===== src/rtl/register_tree_queue.sv =====
// Binary-tree register priority queue (max or min); push/pop/replace, then 2*TREE_DEPTH settle cycles.
// Backpressure: i_ready and o_valid are low while settling; i_ready is also low when the queue is full.
module register_tree_queue #(
  parameter int DATA_WIDTH = 32,
  parameter int TREE_DEPTH = 3,
  parameter bit MAX_MODE   = 1'b1
) (
  input  logic                  clk,
  input  logic                  rst,
  input  logic [DATA_WIDTH-1:0] i_data,
  input  logic                  i_valid,
  output logic                  i_ready,
  output logic [DATA_WIDTH-1:0] o_data,
  output logic                  o_valid,
  input  logic                  o_ready,
  output logic [$clog2(2**TREE_DEPTH)-1:0] o_size,
  output logic                  o_full,
  output logic                  o_empty
);

  localparam int N          = 2**TREE_DEPTH - 1;
  localparam int SW         = $clog2(N + 1);
  localparam int SETTLE_CYC = 2 * TREE_DEPTH;
  localparam int CW         = $clog2(SETTLE_CYC + 1);

  typedef enum logic {IDLE, SETTLE} state_t;

  state_t                state;
  logic                  ph;
  logic [CW-1:0]         cnt;
  logic                  nv [N];
  logic [DATA_WIDTH-1:0] nk [N];
  logic                  sw_v [N];
  logic [DATA_WIDTH-1:0] sw_k [N];
  logic [SW-1:0]         last;
  logic                  push_fire;
  logic                  pop_fire;
  logic                  take_left;
  logic                  cv;
  logic [DATA_WIDTH-1:0] ck;

  function automatic int lvl(input int k);
    return $clog2(k + 2) - 1;
  endfunction

  // Strict ordering; an invalid node ranks below every valid key.
  function automatic logic beats(input logic av, input logic [DATA_WIDTH-1:0] ak,
                                 input logic bv, input logic [DATA_WIDTH-1:0] bk);
    if (!av) return 1'b0;
    if (!bv) return 1'b1;
    return MAX_MODE ? (ak > bk) : (ak < bk);
  endfunction

  assign o_full    = (o_size == SW'(N));
  assign o_empty   = (o_size == '0);
  assign o_valid   = (state == IDLE) && !o_empty;
  assign i_ready   = (state == IDLE) && !o_full;
  assign o_data    = nv[0] ? nk[0] : '0;
  assign last      = o_size - SW'(1);
  assign pop_fire  = o_valid && o_ready;
  assign push_fire = i_valid && (state == IDLE) && (!o_full || pop_fire);

  // Parents of one level parity swap together; their node sets never overlap.
  always_comb begin
    take_left = 1'b0;
    cv        = 1'b0;
    ck        = '0;
    for (int k = 0; k < N; k++) begin
      sw_v[k] = nv[k];
      sw_k[k] = nk[k];
    end
    for (int p = 0; p < N / 2; p++) begin
      if (((lvl(p) % 2) == 1) == ph) begin
        take_left = beats(nv[2*p+1], nk[2*p+1], nv[2*p+2], nk[2*p+2]);
        cv        = take_left ? nv[2*p+1] : nv[2*p+2];
        ck        = take_left ? nk[2*p+1] : nk[2*p+2];
        if (beats(cv, ck, nv[p], nk[p])) begin
          sw_v[p] = cv;
          sw_k[p] = ck;
          if (take_left) begin
            sw_v[2*p+1] = nv[p];
            sw_k[2*p+1] = nk[p];
          end else begin
            sw_v[2*p+2] = nv[p];
            sw_k[2*p+2] = nk[p];
          end
        end
      end
    end
  end

  always_ff @(posedge clk) begin
    if (rst) begin
      state  <= IDLE;
      ph     <= 1'b0;
      cnt    <= '0;
      o_size <= '0;
      for (int k = 0; k < N; k++) begin
        nv[k] <= 1'b0;
        nk[k] <= '0;
      end
    end else begin
      ph <= ~ph;
      case (state)
        IDLE: begin
          if (push_fire || pop_fire) begin
            state <= SETTLE;
            cnt   <= CW'(SETTLE_CYC);
          end
          if (push_fire && pop_fire) begin
            nv[0] <= 1'b1;
            nk[0] <= i_data;
          end else if (push_fire) begin
            nv[o_size] <= 1'b1;
            nk[o_size] <= i_data;
            o_size     <= o_size + SW'(1);
          end else if (pop_fire) begin
            // With one entry last==0, so the invalidation below wins.
            nv[0]    <= nv[last];
            nk[0]    <= nk[last];
            nv[last] <= 1'b0;
            nk[last] <= '0;
            o_size   <= last;
          end
        end
        SETTLE: begin
          for (int k = 0; k < N; k++) begin
            nv[k] <= sw_v[k];
            nk[k] <= sw_k[k];
          end
          cnt <= cnt - CW'(1);
          if (cnt == CW'(1)) state <= IDLE;
        end
        default: state <= IDLE;
      endcase
    end
  end

endmodule


===== config.mk =====
export PLATFORM = sky130hd
export DESIGN_NAME = register_tree_queue
export DESIGN_NICKNAME = d
export VERILOG_FILES = /design/src/rtl/register_tree_queue.sv
export SDC_FILE = /design/constraint.sdc
export NUM_CORES = 1
export LEC_CHECK = 0
export BUFFER_PORTS_ARGS = -buffer_cell sky130_fd_sc_hd__clkbuf_2
export CORE_ASPECT_RATIO = 1.5
export CORE_MARGIN = 5
export CORE_UTILIZATION = 25
export CTS_BUF_LIST = sky130_fd_sc_hd__clkbuf_4 sky130_fd_sc_hd__clkbuf_8 sky130_fd_sc_hd__clkbuf_16
export DETAILED_ROUTE_END_ITERATION = 8
export GPL_TIMING_DRIVEN = 1
export HOLD_SLACK_MARGIN = 0.1
export PLACE_DENSITY = 0.44
export SYNTH_ARGS = -nofsm -noshare
export SYNTH_HDL_FRONTEND = slang
export SYNTH_SLANG_ARGS = --single-unit

===== constraint.sdc =====
create_clock -name clk -period 11.3 [get_ports clk]
set_input_delay 1.13 -clock clk [delete_from_list [all_inputs] [get_ports clk]]
set_output_delay 1.13 -clock clk [all_outputs]
set_load 0.01 [all_outputs]

==> results of run 1 <==
-- metrics by stage --
step	instance area [sq um]	setup slack, ps
after CTS	23900	2810
after global placement	22700	2700
after floorplan	21100	3090
after detailed placement	22700	2860
after global routing	23900	2420
final	23900	2440
-- worst min-delay path by stage --
stage | end | depth (start not counted) | from | slack [ps]
after floorplan | ph$_SDFF_PP0_ | 1 | ph$_SDFF_PP0_ | 420
after global placement | cnt[2]$_SDFFE_PP0P_ | 1 | cnt[2]$_SDFFE_PP0P_ | 460
after detailed placement | cnt[2]$_SDFFE_PP0P_ | 1 | cnt[2]$_SDFFE_PP0P_ | 480
after CTS | cnt[2]$_SDFFE_PP0P_ | 1 | cnt[2]$_SDFFE_PP0P_ | 490
after global routing | ph$_SDFF_PP0_ | 1 | ph$_SDFF_PP0_ | 510
final | cnt[2]$_SDFFE_PP0P_ | 1 | cnt[2]$_SDFFE_PP0P_ | 490
-- synth_stat cells (all sizes together), types with 2 or more instances --
| cell type | count | share of area [%] |
|---|---|---|
| or2 | 2 | 0.059 |
| o211ai | 13 | 0.46 |
| o311ai | 3 | 0.12 |
| and4 | 7 | 0.29 |
| o2bb2ai | 2 | 0.083 |
| dfxtp | 8 | 0.76 |
| buf | 66 | 1.7 |
| a2111oi | 3 | 0.12 |
| a21o | 16 | 0.57 |
| nand2 | 275 | 4.9 |
| o21ai | 162 | 3.9 |
| nor3b | 3 | 0.13 |
| a21oi | 201 | 4.8 |
| nand4 | 40 | 1.2 |
| a221o | 4 | 0.19 |
| clkbuf | 65 | 1.2 |
| a22oi | 4 | 0.14 |
| a21boi | 3 | 0.11 |
| a221oi | 36 | 2.3 |
| mux2i | 164 | 7.8 |
| nor3 | 49 | 1.2 |
| a22o | 2 | 0.083 |
| edfxtp | 264 | 38 |
| mux4 | 33 | 3.5 |
| a211o | 2 | 0.083 |
| xnor2 | 2 | 0.083 |
| and3 | 6 | 0.18 |
| nand2b | 8 | 0.24 |
| ha | 202 | 12 |
| o221ai | 64 | 3.5 |
| o21bai | 2 | 0.071 |
| or3 | 2 | 0.059 |
| and2 | 5 | 0.15 |
| a211oi | 9 | 0.32 |
| inv | 272 | 4.8 |
| nor2b | 11 | 0.33 |
| nand3 | 59 | 1.4 |
| o22ai | 33 | 0.98 |
| nor2 | 98 | 1.7 |
| nor4 | 10 | 0.33 |
-- layer usage --
layer / vias to the layer above / GRT usage, % / routed length, um
met5: - / 0 / 0
met4: 0 / 12.3 / 6640
met3: 255 / 2.58 / 4680
met2: 754 / 37.3 / 48400
met1: 9196 / 21.7 / 33800
li1: 8243 / - / -
-- worst register-to-register path, cell delays in order, from the launching register on --
cell and delay, ps:
edfxtp_1 460, inv_1 190, ha_1 340, nand4_1 360
nor4_1 940, nand4_1 190, nand2_1 140, a31o_2 650
buf_4 570, mux2i_1 340, ha_1 300, a21oi_1 150
nand2_1 130, a211o_1 350, a2111oi_0 1150, a21oi_1 450
nand2b_2 820, buf_4 590, mux2i_1 290, o221ai_1 160
-- registers in the layout, summed over array words and instances (netlist names) --
signal,cells
cnt,3
nk,256
nv,8
o_size,3
ph,1
state,1
-- final cells by class --
| type | instances | area [sq um] | share of cell area (%) |
|---|---|---|---|
| Antenna cell | 1 | 2.50 | 0.0105 |
| Clock buffer | 47 | 1010 | 4.21 |
| Clock inverter | 12 | 166 | 0.696 |
| Inverter | 273 | 1020 | 4.29 |
| Multi-Input combinational cell | 1548 | 11500 | 48.2 |
| Sequential cell | 272 | 8090 | 33.8 |
| Tap cell | 1122 | 1400 | 5.87 |
| Timing Repair Buffer | 116 | 686 | 2.87 |
-- placed cells by master (no fill, tap or decap), types with 10 or more instances in the layout --
master	synthesis	layout
nand2_1	274	272
inv_1	271	269
edfxtp_1	264	264
a21oi_1	201	201
ha_1	202	201
mux2i_1	164	164
o21ai_0	159	157
nor2_1	98	96
clkbuf_2	0	74
nand3_1	59	57
nor3_1	49	49
buf_4	2	42
nand4_1	39	39
clkbuf_16	0	37
o221ai_1	35	35
o22ai_1	33	33
mux4_2	33	33
o221ai_2	29	29
a221oi_2	27	27
a21o_1	16	16
o211ai_1	13	13
nor2b_1	11	10
-- cells by family after synthesis --
family          after synthesis  share of synthesized area, %
mux                         197                          11.3
compound gates              570                          18.3
xor+xnor                      3                         0.125
buf+inv                     404                          7.69
fa+ha+maj                   202                          12.0
simple gates                576                          12.2
flops                       272                          38.4
-- power groups by stage --
stage                     registers [mW]  logic, mW  clock network, mW
final                               1.60       2.68               1.21
after global routing                1.62       2.90               1.25
after CTS                           1.59       2.68               1.22
after detailed placement            1.62       2.67                  0
after global placement              1.61       2.67                  0
after floorplan                     1.48       1.75                  0
==> summary.md, run 1 <==
| Metric | Value |
|---|---|
| First-pass GRT wire length | `~130,000 um` |
| Delay-heaviest family, CP | `compound AO/OA/AOI/OAI gates` |
| Starting density of the core | `around a quarter` |
| Row count | `130` |
| Worst Setup SP | `nk[2][29]$_DFFE_PP_` |
| Syn_area_per_cell | `9.48 sq um` |
| Startpoint types | `register` |
| Vias in the first global route | `19.2k` |
| Yosys cell types | `66` |
| Buf/Inv on CP | `3` |
| Synth Warn # | `0` |
| NetSw | `2.52 mW` |
| Grt total ovfl | `0` |
| P_int | `approximately 3.0 mW` |
| Kind of critical path | `reg2reg` |
| Layout fillers | `8,811` |
| Clock transition at the registers of the reported paths | `about 60 ps` |
| DR WL/cell | `~28 um` |
| Least-Margin Pin Slew | `1390 ps` |
| Layout Utilization | `28.5%` |
| Synth Register Bits | `272` |
| Slew Viols, Final | `0` |
| Worst r2r path cells | `19` |
| Max Fclk | `113 MHz` |
| Fin crit period | `8860 ps` |
| Endpoint type of the worst setup path | `register` |
| Worst Hold Class | `reg2reg` |
| Placed cells | `about 3.3k` |
| Critical-path top delay cell | `a2111oi_0` |
| Gate power share | `48.9%` |
| Area growth syn-to-layout | `13.4%` |
| Layout Cells excl Fill | `3,391` |
| Initial antenna violation count | `0` |
| Vias | `18.4k` |
| Worst setup path end | `nk[1][18]$_DFFE_PP_` |
| Iter 0 DRT Violations | `1,479` |
| CTS tree | `built` |
| Hold_buf cts | `0` |
| H-tree levels | `2` |
| Power per cell area | `approximately 230 nW/um^2` |
| Final setup viols | `0` |
| Worst path max stage delay | `1150 ps` |
| # clock sinks | `272` |
| Cell Area, Synth | `21,100 sq um` |
| GRT Overall Usage | `20.2%` |
| Num CTS Buffers | `34` |
| CP Depth | `19` |
| Share of cells above drive strength 1 | `12.9%` |
| # Max-Cap Violations | `0` |
| Top Ports | `75` |
| WP data required | `11,560 ps` |
| Die width | `247 um` |
| RSZ-0062 raised after global routing | `no` |
| Largest net degree at the start of global routing | `69` |
| Post-synth EDFFs | `~260` |
| Chip Height | `366 um` |
| Top_reg_cell synth | `edfxtp_1` |
| Clock network power share | `22.0%` |
| Share of power burned in registers | `29.2%` |
| Cell Chain, Critical Path | `inv_1 > ha_1 > nand4_1 > nor4_1 > nand4_1 > nand2_1 > a31o_2 > buf_4 > mux2i_1 > ha_1 > a21oi_1 > nand2_1 > a211o_1 > a2111oi_0 > a21oi_1 > nand2b_2 > buf_4 > mux2i_1 > o221ai_1` |
| R2r startpoint | `nk[2][29]$_DFFE_PP_` |
| Clk_skew | `25.6 ps` |
| Drt pass-1 iters | `5` |
| Seq/Total Area, Yosys | `approximately two fifths` |
| Post-cts sizing count | `0` |
| Final hold viol count | `0` |
| IO buf count | `74` |
| Leakage | `9.98 nW` |
| Maximum VDD drop | `0.163 mV` |
| Clock Latency Late Sink | `560 ps` |
| Synth Instances | `2,224` |
| Drt total wl | `93,500 um` |
| Fin crit share | `78.4%` |
| Die Area | `90,300 sq um` |
| Bufs on Longest Clock Path | `3` |
| Via density | `5.44` |
| Core box area | `83,800 sq um` |
| Hold WS | `486 ps` |
| Status | `finished, final reports clean` |
| Sum of negative setup slack | `0 ps` |
| Critical path arrival | `a little over 9000 ps` |
| Final HPWL DP | `65,600 um` |
| Pwr Total | `5.48 mW` |
| Crit path max fanout | `18` |
| GP Congestion | `0.897` |
| Slew headroom | `4.72%` |
| Fraction of registers with async set/reset | `0%` |
| Residual DRC | `0` |
| Reg-to-Reg End | `nk[1][18]$_DFFE_PP_` |
| Setup Fix Bufs, Post-CTS | `0` |
| Sw Ratio | `between 40% and 50%` |
| Clk root buf | `clkbuf_16` |
| R2R Setup Slk | `2440 ps` |
| Nets | `2,483` |
| Remaining antenna violation count after routing | `0` |
| Synthesized Nets | `roughly 2.5k` |
(Power assumes the default switching activity.)
==> inputs of run 2 (changes only) <==
- ABC_AREA: unset -> 1
- clock period: 11.3 -> 8.7 ns (I/O delays scaled with it)
==> run 2 against run 1 <==
Effect of this change:
- utilization is 0.40 points lower
- cell count up 24%
- critical endpoint is now nk[0][19]$_DFFE_PP_
- first-iteration DRC count up 17%
- largest power group unchanged
- critical path type unchanged
- via count up 15%
- clock skew decreased by 6.9 ps
- register-to-register slack worse by 340 ps
- highest routed layer unchanged
- non-clock buffer count did not move
- die area up 5.2%
==> summary.md, run 2 <==
| Metric | Value |
|---|---|
| Status | `finished, final reports clean` |
| Fin crit period | `6600 ps (-2260 ps)` |
| Worst Hold Class | `reg2reg` |
| Synth Instances | `3,048 (+37%)` |
| Max Fclk | `152 MHz (+34%)` |
| Synth top area cells | `edfxtp_1 (36%), nand2_1 (17%), ha_1 (11%)` |
| Critical path arrival | `6780 ps (-2330 ps)` |
| First-pass GRT wire length | `144,000 um (+7.2%)` |
| # clock sinks | `272 (unchanged)` |
| Bufs on Longest Clock Path | `3 (unchanged)` |
| Post-cts sizing count | `0 (unchanged)` |
| Layout Utilization | `28.1% (-0.40 points)` |
| Chip Height | `375 um (+2.6%)` |
| Least-Margin Pin Slew | `1170 ps (-220 ps)` |
| Slew Viols, Final | `0 (unchanged)` |
| RSZ-0062 raised after global routing | `no` |
| H-tree levels | `2 (unchanged)` |
| Worst path max stage delay | `710 ps (-440 ps)` |
| Largest registers | `nk x256, nv x8` |
| Clock Latency Late Sink | `560 ps (about the same)` |
| Die Area | `95,000 sq um (+5.2%)` |
| # Max-Cap Violations | `0 (unchanged)` |
| Clock transition at the registers of the reported paths | `70 ps (about the same)` |
| Synth area leader | `edfxtp_1` |
| Fin crit share | `75.9% (-2.5 points)` |
| Drt pass-1 iters | `8 (+3)` |
| CTS tree | `built` |
| Fraction of registers with async set/reset | `0% (unchanged)` |
| Post-synth EDFFs | `264 (unchanged)` |
| Nets | `3,271 (+32%)` |
| Clk_skew | `18.7 ps (-6.90 ps)` |
| GRT Overall Usage | `20.4% (+0.26 points)` |
| R2R Setup Slk | `2100 ps (-340 ps)` |
| Synthesized Nets | `3,286 (+33%)` |
| WP data required | `8880 ps (-2680 ps)` |
| Antenna cell count | `0 (-1)` |
| Most flop-heavy register | `nk` |
| Top cell by count, worst path | `nand2_1` |
| Residual DRC | `0 (unchanged)` |
| Yosys cell types | `41 (-38%)` |
| Drt total wl | `100,000 um (+7.5%)` |
| Endpoint type of the worst setup path | `register` |
| Delay-heaviest family, CP | `simple AND/OR/NAND/NOR gates` |
| Final setup viols | `0 (unchanged)` |
| Top_reg_cell synth | `edfxtp_1` |
| Most numerous cell in the Yosys netlist | `nand2_1` |
| Initial antenna violation count | `0 (unchanged)` |
| Most common cell after layout, fill and taps aside | `nand2_1` |
| Setup Fix Bufs, Post-CTS | `0 (unchanged)` |
| Syn_area_per_cell | `7.29 sq um (-23%)` |
| Seq/Total Area, Yosys | `36.4% (-2.0 points)` |
| IO buf count | `74 (unchanged)` |
| Top cells by count, synth | `nand2_1 (1,034), inv_1 (420), edfxtp_1 (264)` |
| Via density | `5.05 (-7.2%)` |
| Sum of negative setup slack | `0 ps (unchanged)` |
| Max FFs per register | `256 (unchanged)` |
| Slew headroom | `21.5% (+17 points)` |
| Final HPWL DP | `68,200 um (+4.0%)` |
| Vias in the first global route | `21.4k (+11%)` |
| Leakage | `11.8 nW (+19%)` |
| Buf/Inv on CP | `5 (+2)` |
| Top Ports | `75 (unchanged)` |
| Vias | `21.3k (+15%)` |
| Num CTS Buffers | `34 (unchanged)` |
| Remaining antenna violation count after routing | `0 (unchanged)` |
| Post-route cell area | `24,900 sq um (+4.2%)` |
| Cell Area, Placed | `23,700 sq um (+4.2%)` |
| Pwr Total | `7.36 mW (+34%)` |
| GP Congestion | `0.869 (-3.1%)` |
| Area growth syn-to-layout | `12.1%` |
| Worst setup margin | `2100 ps (-343 ps)` |
| Startpoint types | `register` |
| Die width | `253 um (+2.5%)` |
| Synth Register Bits | `272 (unchanged)` |
| Synth Warn # | `0 (unchanged)` |
| DR WL/cell | `23.9 um (-13%)` |
| Iter 0 DRT Violations | `1,733 (+17%)` |
| Setup WS pre-CTS | `2060 ps (-800 ps)` |
| Most frequent cells in the layout | `nand2_1 (1,028), inv_1 (418), edfxtp_1 (264)` |
| Power per cell area | `295 nW/um^2 (+29%)` |
| Final hold viol count | `0 (unchanged)` |
| Crit path max fanout | `80 (+62)` |
| Core box area | `88,500 sq um (+5.7%)` |
| Maximum VDD drop | `0.153 mV (-6.3%)` |
| Clk root buf | `clkbuf_16` |
| Grt total ovfl | `0 (unchanged)` |
| Synth top area share | `35.7% (-1.9 points)` |
| Kind of critical path | `reg2reg` |
| Largest net degree at the start of global routing | `81 (+17%)` |
| Row count | `134 (+3.1%)` |
| Critical-path top delay cell | `nand2_4` |
| Hold_buf cts | `0 (unchanged)` |
| Share of cells above drive strength 1 | `7.40% (-5.5 points)` |
| Cell Area, Synth | `22,200 sq um (+5.4%)` |
| Starting density of the core | `25.1% (-0.071 points)` |
[run 2: cell count changes after synthesis, sizes merged, moves of 31 or more]
cell	previous run	this run
o211ai	13	94
o21ai	162	107
a32oi	0	31
nand3	59	211
o221ai	64	0
mux4	33	0
a221oi	36	1
nor3	49	4
inv	272	432
nand2	275	1038
o22ai	33	65
a21oi	201	232
mux2i	164	0
[run 2: path summary, 6_finish.rpt]
| kind | startpoint | endpoint | cells after the start |
|---|---|---|---|
| setup / recovery | nk[2][9]$_DFFE_PP_ | nk[0][19]$_DFFE_PP_ | 29 |
| hold reg to reg | cnt[2]$_SDFFE_PP0P_ | state$_SDFF_PP0_ | 2 |
| hold / removal | cnt[2]$_SDFFE_PP0P_ | state$_SDFF_PP0_ | 2 |
| setup reg to reg | nk[2][9]$_DFFE_PP_ | nk[0][19]$_DFFE_PP_ | 29 |
[run 2: logic make-up after synthesis]
| logic type | count (synthesis) | share of synthesized area, % |
|---|---|---|
| XOR/XNOR | 2 | 0.0789 |
| AND/OR/NAND/NOR | 1388 | 25.5 |
| flip-flops | 272 | 36.4 |
| adder cells (fa/ha/maj) | 202 | 11.4 |
| AO/OA/AOI/OAI | 584 | 15.8 |
| buffers and inverters | 600 | 10.8 |
[run 2: through the flow]
stage,hold WS [ps],cells
after floorplan,446,3048
after global placement,480,4153
after detailed placement,492,4153
after CTS,500,4212
after global routing,523,4212
final,491,4212
[run 2: area by class of cell]
cell class / instances / area (sq um)
Clock buffer: 46 / 993
Clock inverter: 13 / 221
Fill cell: 9759 / 63600
Inverter: 433 / 1630
Multi-Input combinational cell: 2176 / 11800
Sequential cell: 272 / 8090
Tap cell: 1156 / 1450
Timing Repair Buffer: 116 / 686
[run 2: report_power, final]
group | total, mW | internal, mW | switching (mW)
clock network | 1.62 | 0.981 | 0.638
logic | 3.65 | 1.05 | 2.60
registers | 2.09 | 1.78 | 0.306
[run 2: worst min-delay path: stages (launching register included)]
cell and delay, ps:
dfxtp_1 310, inv_1 50, a311oi_1 70
[run 2: layer usage]
layer  track usage [%]  vias to the layer above  wire length, um
met1              22.1                    10100            37000
met3              1.71                      280             3910
met5                 0                        -                0
met2              38.2                      758            52500
li1                  -                    10200                -
met4              12.0                        0             7000
==> inputs of run 3 (changes only) <==
- clock period: 8.7 -> 6.81 ns (I/O delays scaled with it)
==> run 3 against run 2 <==
Effect of this change:
- combinational power is 29% higher
- clock power grew 9%
- maximum frequency is 9.6% higher
- register-to-register slack worse by 1300 ps
- design area hardly changed
- global-route usage increased by 0.51 points
- utilization about the same
- count of clock-buffer cells in the layout is 3 lower
- flip-flop and latch count unchanged
- largest power group unchanged
==> summary.md, run 3 (synthesized netlist as in run 2, its figures left out) <==
| Metric | Value |
|---|---|
| Drt pass-1 iters | `6 (-2)` |
| First-pass GRT wire length | `148,000 um (+2.9%)` |
| Die width | `253 um (unchanged)` |
| Clock transition at the registers of the reported paths | `60 ps (about the same)` |
| Remaining antenna violation count after routing | `0 (unchanged)` |
| Largest net degree at the start of global routing | `76 (-6.2%)` |
| Clk root buf | `clkbuf_16` |
| Vias | `21.5k (+0.96%)` |
| Via density | `5.08 (+0.65%)` |
| Worst Setup SP | `nk[1][7]$_DFFE_PP_` |
| Leakage | `11.8 nW (+0.13%)` |
| # Max-Cap Violations | `0 (unchanged)` |
| Met1 usage | `22.8% (+0.69 points)` |
| GP Congestion | `0.878 (+1.1%)` |
| Cell Area, Placed | `23,900 sq um (+0.91%)` |
| Area growth syn-to-layout | `12.1% (about the same)` |
| Sum of negative setup slack | `0 ps (unchanged)` |
| Largest registers | `nk x256, nv x8` |
| Fin crit share | `88.5% (+13 points)` |
| Critical path arrival | `6390 ps (-390 ps)` |
| # clock sinks | `272 (unchanged)` |
| Critical-path top delay cell | `nand2_2` |
| H-tree levels | `1 (-1)` |
| Setup Fix Bufs, Post-CTS | `0 (unchanged)` |
| Worst setup margin | `786 ps (-1310 ps)` |
| Bufs on Longest Clock Path | `3 (unchanged)` |
| Vias in the first global route | `21.7k (+1.7%)` |
| Layout Utilization | `28.1% (about the same)` |
| Starting density of the core | `25.1% (unchanged)` |
| Final setup viols | `0 (unchanged)` |
| Worst r2r path cells | `25 (-14%)` |
| Most frequent cells in the layout | `nand2_1 (1,028), inv_1 (418), edfxtp_1 (264)` |
| Worst Hold Class | `in2reg` |
| Hold Path Cell Cnt | `3 (+1)` |
| Post-route cell area | `24,900 sq um (about the same)` |
| WP data required | `7180 ps (-1700 ps)` |
| DR WL/cell | `24.3 um (+1.7%)` |
| Nets | `3,285 (+0.43%)` |
| Hold Path Sink | `nk[5][9]$_DFFE_PP_` |
| GRT busiest layer | `met2` |
| R2r startpoint | `nk[1][7]$_DFFE_PP_` |
| Final hold viol count | `0 (unchanged)` |
| Grt total ovfl | `0 (unchanged)` |
| Share of cells above drive strength 1 | `7.72% (+0.33 points)` |
| Core box area | `88,500 sq um (unchanged)` |
| Power per cell area | `367 nW/um^2 (+24%)` |
| Slew headroom | `25.7% (+4.2 points)` |
| Clock Latency Late Sink | `620 ps (+60 ps)` |
| RSZ-0062 raised after global routing | `no` |
| CTS tree | `built` |
| Endpoint type of the worst setup path | `register` |
| Pwr Total | `9.15 mW (+24%)` |
| Multi-input combinational cell area | `11,800 sq um (unchanged)` |
| Worst hold start | `i_data[9]` |
| Worst path max stage delay | `680 ps (-30 ps)` |
| Most common cell after layout, fill and taps aside | `nand2_1` |
| Chip Height | `375 um (unchanged)` |
| Layout fillers | `9,849 (+0.92%)` |
| R2R Setup Slk | `790 ps (-1310 ps)` |
| Fin crit period | `6020 ps (-576 ps)` |
| Top cell by count, worst path | `nand2_1` |
| Clk_skew | `11.9 ps (-6.77 ps)` |
| Setup WS pre-CTS | `772 ps (-1280 ps)` |
| Drt total wl | `103,000 um (+2.1%)` |
| Reg-to-Reg End | `nk[1][18]$_DFFE_PP_` |
| Least-Margin Pin Slew | `1110 ps (-62.9 ps)` |
| GR Layer Usage met2 | `39.6% (+1.3 points)` |
| Area taken by flip-flops and latches | `8090 sq um (unchanged)` |
| Kind of critical path | `reg2reg` |
| Initial antenna violation count | `0 (unchanged)` |
| Hold_buf cts | `0 (unchanged)` |
| Placed cells | `4,170 (+0.41%)` |
| Iter 0 DRT Violations | `1,591 (-8.2%)` |
| Post-cts sizing count | `0 (unchanged)` |
| Layout Cells excl Fill | `4,225 (+0.31%)` |
| Max FFs per register | `256 (unchanged)` |
| Maximum VDD drop | `0.236 mV (+54%)` |
| Row count | `134 (unchanged)` |
| GRT Overall Usage | `20.9% (+0.51 points)` |
| Residual DRC | `0 (unchanged)` |
| Most flop-heavy register | `nk` |
| Hold WS | `483 ps (-7.85 ps)` |
| Status | `finished, final reports clean` |
| IO buf count | `74 (unchanged)` |
| Max Fclk | `166 MHz (+9.6%)` |
| Final HPWL DP | `70,700 um (+3.7%)` |
| Top Ports | `75 (unchanged)` |
| Crit path max fanout | `44 (-45%)` |
| Slew Viols, Final | `0 (unchanged)` |
| Die Area | `95,000 sq um (unchanged)` |
| Startpoint types | `register` |
| Met3 GRT Util | `2.13% (+0.42 points)` |
| Num CTS Buffers | `31 (-8.8%)` |
| Antenna cell count | `0 (unchanged)` |
run 3: area by class of cell:
cell class	count	area share (%)
inverters	433	6.55
multi-input cells	2176	47.5
flip-flops and latches	272	32.5
repair buffers	133	3.62
clock buffers	43	3.55
clock inverters	12	0.432
well taps	1156	5.81
run 3: power breakdown:
| group | switching, mW | internal, mW |
|---|---|---|
| clock | 0.783 | 0.974 |
| combinational | 3.32 | 1.39 |
| sequential | 0.411 | 2.27 |
run 3: how the worst max path moves through the flow:
| stage | endpoint |
|---|---|
| global placement | nk[0][19]$_DFFE_PP_ |
| finish | nk[1][18]$_DFFE_PP_ |
| global route | nk[0][26]$_DFFE_PP_ |
| floorplan | nk[0][0]$_DFFE_PP_ |
| detailed placement | nk[0][27]$_DFFE_PP_ |
| CTS | nk[0][26]$_DFFE_PP_ |
run 3: layer usage:
metal  part of all wire, %  vias up
met4                   5.9        0
li1                      -    10200
met5                     0        -
met3                   4.5      246
met2                    53      777
met1                    37    10300
run 3: worst max-delay path, delay by kind of cell, from the launching register on:
kind	cells	cell delay [ps]
AO/OA/AOI/OAI	2	350
buffers and inverters	1	370
adder cells (fa/ha/maj)	2	660
flip-flops	1	510
AND/OR/NAND/NOR	20	3870
